## src/rtl/wb_stim_responder_pkg.sv

```systemverilog
// Shared types for the stimulus responder: bus widths, responder FSM state
// encoding and the record of a captured store.
package guvm_wb_pkg;

  localparam int WB_DW = 32;
  localparam int WB_AW = 32;

  typedef enum logic [1:0] {IDLE, WAIT, ACK, ERR} wb_rsp_state_e;

  typedef struct packed {
    logic [WB_AW-1:0]   adr;
    logic [WB_DW-1:0]   dat;
    logic [WB_DW/8-1:0] sel;
  } wb_store_t;

endpackage

```

## src/rtl/wb_stim_responder_if.sv

```systemverilog
// Bundle of the stimulus push port, the core-facing Wishbone slave port and
// the store result port. Names are from the responder's point of view.
//   slave  : the responder (drives o_*)
//   master : core + driver + monitor (drive i_*)
interface wb_stim_responder_if #(
  parameter int DW = 32,
  parameter int AW = 32,
  parameter int CW = 5
);
  logic          i_stim_valid;
  logic [DW-1:0] i_stim_data;
  logic          o_stim_ready;
  logic [CW-1:0] o_fifo_count;

  logic            i_wb_cyc;
  logic            i_wb_stb;
  logic            i_wb_we;
  logic [AW-1:0]   i_wb_adr;
  logic [DW/8-1:0] i_wb_sel;
  logic [DW-1:0]   i_wb_dat;
  logic [DW-1:0]   o_wb_dat;
  logic            o_wb_ack;
  logic            o_wb_err;

  logic            o_res_valid;
  logic [DW-1:0]   o_res_data;
  logic [AW-1:0]   o_res_adr;
  logic [DW/8-1:0] o_res_sel;
  logic            i_res_ack;

  modport slave (
    input  i_stim_valid, i_stim_data, i_wb_cyc, i_wb_stb, i_wb_we, i_wb_adr,
           i_wb_sel, i_wb_dat, i_res_ack,
    output o_stim_ready, o_fifo_count, o_wb_dat, o_wb_ack, o_wb_err,
           o_res_valid, o_res_data, o_res_adr, o_res_sel
  );

  modport master (
    output i_stim_valid, i_stim_data, i_wb_cyc, i_wb_stb, i_wb_we, i_wb_adr,
           i_wb_sel, i_wb_dat, i_res_ack,
    input  o_stim_ready, o_fifo_count, o_wb_dat, o_wb_ack, o_wb_err,
           o_res_valid, o_res_data, o_res_adr, o_res_sel
  );
endinterface

```

## src/rtl/wb_stim_responder_fifo.sv

```systemverilog
// wb_stim_fifo: synchronous FIFO with exact occupancy count and same-cycle
// push+pop (also when full). rdata is the current head, combinational.
//   push/wdata : enqueue (ignored when full unless popping this cycle)
//   pop        : dequeue head (ignored when empty)
//   full/empty/count : status
module wb_stim_fifo #(
  parameter int DEPTH = 16,
  parameter int DW    = 32
) (
  input  logic                   clk,
  input  logic                   rst_n,
  input  logic                   push,
  input  logic                   pop,
  input  logic [DW-1:0]          wdata,
  output logic [DW-1:0]          rdata,
  output logic                   full,
  output logic                   empty,
  output logic [$clog2(DEPTH):0] count
);
  localparam int PW = $clog2(DEPTH);

  logic [DW-1:0] mem [DEPTH];
  logic [PW-1:0] wr_ptr, rd_ptr;
  logic          do_push, do_pop;

  assign empty   = (count == '0);
  assign full    = (count == (PW+1)'(DEPTH));
  assign do_pop  = pop && !empty;
  // When full, the slot being freed by the pop is the one the push reuses.
  assign do_push = push && (!full || do_pop);
  assign rdata   = mem[rd_ptr];

  always_ff @(posedge clk)
    if (do_push) mem[wr_ptr] <= wdata;

  // Pointers wrap naturally: DEPTH is a power of 2.
  always_ff @(posedge clk or negedge rst_n) begin
    if (!rst_n) begin
      wr_ptr <= '0;
      rd_ptr <= '0;
      count  <= '0;
    end else begin
      if (do_push) wr_ptr <= wr_ptr + 1'b1;
      if (do_pop)  rd_ptr <= rd_ptr + 1'b1;
      case ({do_push, do_pop})
        2'b10:   count <= count + 1'b1;
        2'b01:   count <= count - 1'b1;
        default: count <= count;
      endcase
    end
  end
endmodule

```

## src/rtl/wb_stim_responder.sv

```systemverilog
// wb_stim_responder: Wishbone slave behind the core master port. Reads pop
// the stimulus FIFO, writes land in a single result slot. A cycle that
// cannot be served waits up to TIMEOUT_CYC cycles and then gets o_wb_err.
//   i_clk, i_rst_n : clock, async active-low reset
//   bus (slave)    : stimulus push, Wishbone slave, store result port
module wb_stim_responder
  import guvm_wb_pkg::*;
#(
  parameter int DEPTH       = 16,
  parameter int TIMEOUT_CYC = 64,
  parameter int DW          = WB_DW,
  parameter int AW          = WB_AW
) (
  input  logic          i_clk,
  input  logic          i_rst_n,
  wb_stim_responder_if.slave bus
);
  localparam int TW = $clog2(TIMEOUT_CYC) + 1;

  localparam logic [1:0] ST_IDLE = IDLE;
  localparam logic [1:0] ST_WAIT = WAIT;
  localparam logic [1:0] ST_ACK  = ACK;
  localparam logic [1:0] ST_ERR  = ERR;

  logic [1:0]    state, state_nx;
  logic          we_q;
  logic [TW-1:0] tmo_cnt;
  wb_store_t     res_q;
  logic          res_vld;

  logic          full, empty, stim_ready, push_now, pop_now, req, can_serve;
  logic [DW-1:0] head;

  assign pop_now    = (state == ST_ACK) && !we_q;
  assign stim_ready = !full || pop_now;
  assign push_now   = bus.i_stim_valid && stim_ready;
  assign req        = bus.i_wb_cyc && bus.i_wb_stb;

  // A push in flight counts as data so the ack follows the push by one cycle,
  // matching the write side where i_res_ack frees the slot immediately.
  assign can_serve  = bus.i_wb_we ? (!res_vld || bus.i_res_ack)
                                  : (!empty || push_now);

  wb_stim_fifo #(.DEPTH(DEPTH), .DW(DW)) u_fifo (
    .clk   (i_clk),
    .rst_n (i_rst_n),
    .push  (push_now),
    .pop   (pop_now),
    .wdata (bus.i_stim_data),
    .rdata (head),
    .full  (full),
    .empty (empty),
    .count (bus.o_fifo_count)
  );

  always_comb begin
    state_nx = state;
    case (state)
      ST_IDLE: if (req) state_nx = can_serve ? ST_ACK : ST_WAIT;
      ST_WAIT: begin
        if (!bus.i_wb_cyc)                          state_nx = ST_IDLE;
        else if (can_serve)                         state_nx = ST_ACK;
        else if (tmo_cnt == TW'(TIMEOUT_CYC - 1))   state_nx = ST_ERR;
      end
      default: state_nx = ST_IDLE;
    endcase
  end

  always_ff @(posedge i_clk or negedge i_rst_n) begin
    if (!i_rst_n) begin
      state   <= ST_IDLE;
      we_q    <= 1'b0;
      tmo_cnt <= '0;
    end else begin
      state <= state_nx;
      if (state == ST_IDLE && req) we_q <= bus.i_wb_we;
      // Counter only runs while staying in WAIT; loads 0 on entry.
      if (state == ST_WAIT && state_nx == ST_WAIT) begin
        if (tmo_cnt != '1) tmo_cnt <= tmo_cnt + 1'b1;
      end else begin
        tmo_cnt <= '0;
      end
    end
  end

  // Capture takes priority over a same-cycle consumer release.
  always_ff @(posedge i_clk or negedge i_rst_n) begin
    if (!i_rst_n) begin
      res_vld <= 1'b0;
      res_q   <= '0;
    end else if (state == ST_ACK && we_q) begin
      res_vld <= 1'b1;
      res_q   <= '{adr: bus.i_wb_adr, dat: bus.i_wb_dat, sel: bus.i_wb_sel};
    end else if (bus.i_res_ack) begin
      res_vld <= 1'b0;
    end
  end

  assign bus.o_stim_ready = stim_ready;
  assign bus.o_wb_ack     = (state == ST_ACK);
  assign bus.o_wb_err     = (state == ST_ERR);
  assign bus.o_wb_dat     = pop_now ? head : '0;
  assign bus.o_res_valid  = res_vld;
  assign bus.o_res_data   = res_q.dat;
  assign bus.o_res_adr    = res_q.adr;
  assign bus.o_res_sel    = res_q.sel;
endmodule

```

## src/flat_wrapper.sv

```systemverilog
// flat-port wrapper written by rule: the top's interface ports become plain ports
module wb_stim_responder_flat import guvm_wb_pkg::*;
#(
  parameter int DEPTH       = 16,
  parameter int TIMEOUT_CYC = 64,
  parameter int DW          = WB_DW,
  parameter int AW          = WB_AW
)
  (i_clk, i_rst_n, bus_i_stim_valid, bus_i_stim_data, bus_i_wb_cyc, bus_i_wb_stb, bus_i_wb_we, bus_i_wb_adr, bus_i_wb_sel, bus_i_wb_dat, bus_i_res_ack, bus_o_stim_ready, bus_o_fifo_count, bus_o_wb_dat, bus_o_wb_ack, bus_o_wb_err, bus_o_res_valid, bus_o_res_data, bus_o_res_adr, bus_o_res_sel);
  wb_stim_responder_if #(.DW(DW), .AW(AW), .CW(5)) bus_i ();
  input  logic i_clk;
  input  logic i_rst_n;
  input wire logic [$bits(bus_i.i_stim_valid)-1:0] bus_i_stim_valid;
  input wire logic [$bits(bus_i.i_stim_data)-1:0] bus_i_stim_data;
  input wire logic [$bits(bus_i.i_wb_cyc)-1:0] bus_i_wb_cyc;
  input wire logic [$bits(bus_i.i_wb_stb)-1:0] bus_i_wb_stb;
  input wire logic [$bits(bus_i.i_wb_we)-1:0] bus_i_wb_we;
  input wire logic [$bits(bus_i.i_wb_adr)-1:0] bus_i_wb_adr;
  input wire logic [$bits(bus_i.i_wb_sel)-1:0] bus_i_wb_sel;
  input wire logic [$bits(bus_i.i_wb_dat)-1:0] bus_i_wb_dat;
  input wire logic [$bits(bus_i.i_res_ack)-1:0] bus_i_res_ack;
  output wire logic [$bits(bus_i.o_stim_ready)-1:0] bus_o_stim_ready;
  output wire logic [$bits(bus_i.o_fifo_count)-1:0] bus_o_fifo_count;
  output wire logic [$bits(bus_i.o_wb_dat)-1:0] bus_o_wb_dat;
  output wire logic [$bits(bus_i.o_wb_ack)-1:0] bus_o_wb_ack;
  output wire logic [$bits(bus_i.o_wb_err)-1:0] bus_o_wb_err;
  output wire logic [$bits(bus_i.o_res_valid)-1:0] bus_o_res_valid;
  output wire logic [$bits(bus_i.o_res_data)-1:0] bus_o_res_data;
  output wire logic [$bits(bus_i.o_res_adr)-1:0] bus_o_res_adr;
  output wire logic [$bits(bus_i.o_res_sel)-1:0] bus_o_res_sel;
  assign bus_i.i_stim_valid = bus_i_stim_valid;
  assign bus_i.i_stim_data = bus_i_stim_data;
  assign bus_i.i_wb_cyc = bus_i_wb_cyc;
  assign bus_i.i_wb_stb = bus_i_wb_stb;
  assign bus_i.i_wb_we = bus_i_wb_we;
  assign bus_i.i_wb_adr = bus_i_wb_adr;
  assign bus_i.i_wb_sel = bus_i_wb_sel;
  assign bus_i.i_wb_dat = bus_i_wb_dat;
  assign bus_i.i_res_ack = bus_i_res_ack;
  assign bus_o_stim_ready = bus_i.o_stim_ready;
  assign bus_o_fifo_count = bus_i.o_fifo_count;
  assign bus_o_wb_dat = bus_i.o_wb_dat;
  assign bus_o_wb_ack = bus_i.o_wb_ack;
  assign bus_o_wb_err = bus_i.o_wb_err;
  assign bus_o_res_valid = bus_i.o_res_valid;
  assign bus_o_res_data = bus_i.o_res_data;
  assign bus_o_res_adr = bus_i.o_res_adr;
  assign bus_o_res_sel = bus_i.o_res_sel;
  wb_stim_responder #(.DEPTH(DEPTH), .TIMEOUT_CYC(TIMEOUT_CYC), .DW(DW), .AW(AW)) u_core (.i_clk(i_clk), .i_rst_n(i_rst_n), .bus(bus_i));
endmodule
```

## config.mk

```make
export PLATFORM = sky130hd
export DESIGN_NAME = wb_stim_responder_flat
export DESIGN_NICKNAME = d
export VERILOG_FILES = /design/src/rtl/wb_stim_responder_pkg.sv /design/src/rtl/wb_stim_responder_if.sv /design/src/rtl/wb_stim_responder_fifo.sv /design/src/rtl/wb_stim_responder.sv /design/src/flat_wrapper.sv
export SDC_FILE = /design/constraint.sdc
export NUM_CORES = 1
export LEC_CHECK = 0
export CAP_MARGIN = 30
export CORE_MARGIN = 4
export CORE_UTILIZATION = 54
export CTS_BUF_LIST = sky130_fd_sc_hd__clkbuf_4
export DETAILED_ROUTE_END_ITERATION = 7
export PLACE_DENSITY = 0.79
export SLEW_MARGIN = 20
export SYNTH_ARGS = -nofsm -noshare
export SYNTH_HDL_FRONTEND = slang
export SYNTH_SLANG_ARGS = --single-unit
```

## constraint.sdc

```tcl
create_clock -name i_clk -period 4.42 [get_ports i_clk]
set_clock_uncertainty 0.05 [all_clocks]
set_input_delay 0.663 -clock i_clk [delete_from_list [all_inputs] [get_ports i_clk]]
set_output_delay 0.663 -clock i_clk [all_outputs]
set_load 0.1 [all_outputs]
```

==> out/results.ini <==
[critical_path]
cp.required_ps=3710
cp_slowest_cell=nor3b_4
r2r_start=u_core.u_fifo.count[0]
end_kind=primary output
r2r_setup_slack_ps=1170
crit_top_cell=buf_4
r2r-end=u_core.u_fifo.count[4]
worstPathArrival_ps=3510
rr_worst_depth=8
max_stage_delay_ps=710
crit_chain=or3b_1 -> nor3b_4 -> buf_4 -> a22oi_1 -> nand2_1 -> buf_4
critical_path_class=flop to primary output
critPathMaxFanout=15
cp-endpoint=bus_o_wb_dat[30]
worst_setup_path_start_kind=flop
worstSetupStartpoint=u_core.state[0]

[floorplan]
dieWidth_um=215
core_area_mm2=0.0421
start_util=0.548
io_pins=216
fp-row-count=75
fp.dieH_um=215
die_area_mm2=0.0462

[clock_network]
cts_hold_buf=1
cts_buffers=150
clk_path_buf_depth=3
h-tree-depth=4
cts_tree=done
path_clk_slew_ps=60
cts_root_buf=clkbuf_4
clock_sinks=604
cts_resized=0
cts_setup_buffers=0
clk_latency_ps=820

[sta]
relSlewSlack=0.322
final.min_clock_period_ps=4230
maxSlewViolCount=0
finalCritPeriodShare=0.956
fmax_ghz=0.237
worstMarginPinSlew_ps=1010
tns_ps=0
setup_viol=0
rsz0062_at_grt=no
hold_violations=0

[route]
dr_total_vias=12400
drtAntennaViolNets=0
firstDrtPassIters=6
drtIter0Drc=1105
wirelength_mm=51.1
drc=0
viasPerCell=6.00
wl_per_cell_um=24.7

[grt]
grt_pass1_wl_mm=78.8
grt-ovfl-total=0
antenna_found_initial=1
track_usage=0.225
grt_pass1_vias=12900
grt_max_degree=70

[place]
post_dp_cell_area_mm2=0.0260
hpwl_mm=30.7
portBuffers=215
gp_congestion=0.804

[synth]
yosys.area.top_type=edfxtp_1
synthFlopType=edfxtp_1
yosysUniqueCellTypes=49
synth_most_common_cell=edfxtp_1
synth_seq_area_share=0.765
synth_edf_count=512
synth_commonest_cells=edfxtp_1 (512), mux4_2 (127), dfrtp_1 (92)
syn_area_mm2=0.0231
ys.warnings.count=0
async_flop_share=0.152
synthTopCellsByArea=edfxtp_1 (67%), mux4_2 (12%), dfrtp_1 (10%)
syn-num-nets=1196
synth_top_area_frac=0.665
ys_ff_latch=604
synth_cells=1078
avgSynthCellArea_um2=21.4

[final_layout]
fin_area_mm2=0.0279
drive_gt1_frac=0.343
nNetsFinal=1544
area_growth_pct=20.9

[min_path]
hold_depth=2
hold_path_class=primary input to flop

[run]
drv_cap=0

[pwr]
p_per_area_mw_per_mm2=683
power_leakage_nw=9.67
irDropWorstVdd_v=0.000494

[run_status]
status=finished, final reports clean

## sequential cells by signal, summed over array words and instances (netlist names), 2 cells and up
register	flops
u_core.u_fifo.wr_ptr	4
u_core.u_fifo.count	5
u_core.u_fifo.rd_ptr	4
u_core.bus.o_res_sel	4
u_core.tmo_cnt	7
u_core.bus.o_res_data	32
u_core.u_fifo.mem	512
u_core.bus.o_res_adr	32
u_core.state	2
## per-stage QoR
stage | hold WS (ps) | instances | utilization | setup slack (ps) | total power [W]
floorplan | 317 | 1078 | - | 454 | 0.0128
global placement | 436 | 1807 | 0.616 | 1040 | 0.0146
detailed placement | 442 | 1811 | 0.618 | 923 | 0.0147
CTS | 298 | 2063 | 0.662 | 134 | 0.0193
global route | 330 | 2065 | 0.663 | 54.3 | 0.0199
finish | 395 | 2065 | 0.663 | 194 | 0.0191
## layout by cell type, fill, tap and decap left out, drive strengths merged, types with 10 or more instances in the layout
master,instances
edfxtp,512
clkbuf,212
clkdlybuf4s50,182
mux4,127
dfrtp,92
mux2,71
buf,69
a22oi,63
nand2,42
clkinv,30
nor2,12
ha,10
inv,10
## layer usage
layer  global-route usage  wire length, um  vias up
met1                0.309            20200     6365
met3               0.0548             4400       82
met5                    0                0        -
met4               0.0800             1000        0
li1                     -                -     5244
met2                0.359            25400      706
## critical path, delay by kind of cell, from the launching register on
family	cells	cell delay, ps
AND/OR/NAND/NOR	3	1410
AO/OA/AOI/OAI	1	140
flip-flops	1	450
buffers and inverters	2	690
## worst min path at each step
stage,startpoint,endpoint
after global placement,u_core.bus.o_res_adr[19],u_core.bus.o_res_adr[19]
after floorplan,i_rst_n,u_core.bus.o_res_adr[0]
after global routing,bus_i_wb_adr[21],u_core.bus.o_res_adr[21]
after CTS,bus_i_wb_dat[5],u_core.bus.o_res_data[5]
after detailed placement,u_core.bus.o_res_data[14],u_core.bus.o_res_data[14]
final,bus_i_wb_dat[5],u_core.bus.o_res_data[5]
## cell families after synthesis
kind of cell,share of synthesized area
AOI/OAI and AO/OA,0.0274
buffers and inverters,0.0133
muxes,0.160
DFF,0.765
and+or+nand+nor,0.0240
xor gates and xnor gates,0.00417
adders and majority gates,0.00628
## area by class of cell
type | count | area [um2]
antenna | 1 | 2.50
clock buffer | 212 | 1590
clock inverter | 39 | 255
fill | 2699 | 14200
inverter | 8 | 37.5
multi-input combinational | 410 | 5200
sequential | 604 | 17700
tap | 539 | 674
timing repair buffer | 252 | 2480
## power by group
| part | leakage (nW) | total (W) | internal (W) | switching, W |
|---|---|---|---|---|
| sequential | 5.72 | 0.00756 | 0.00704 | 0.000519 |
| clock | 1.09 | 0.00448 | 0.00238 | 0.00211 |
| combinational | 2.86 | 0.00703 | 0.00232 | 0.00470 |
No activity file was read; power rests on OpenSTA's default activity.
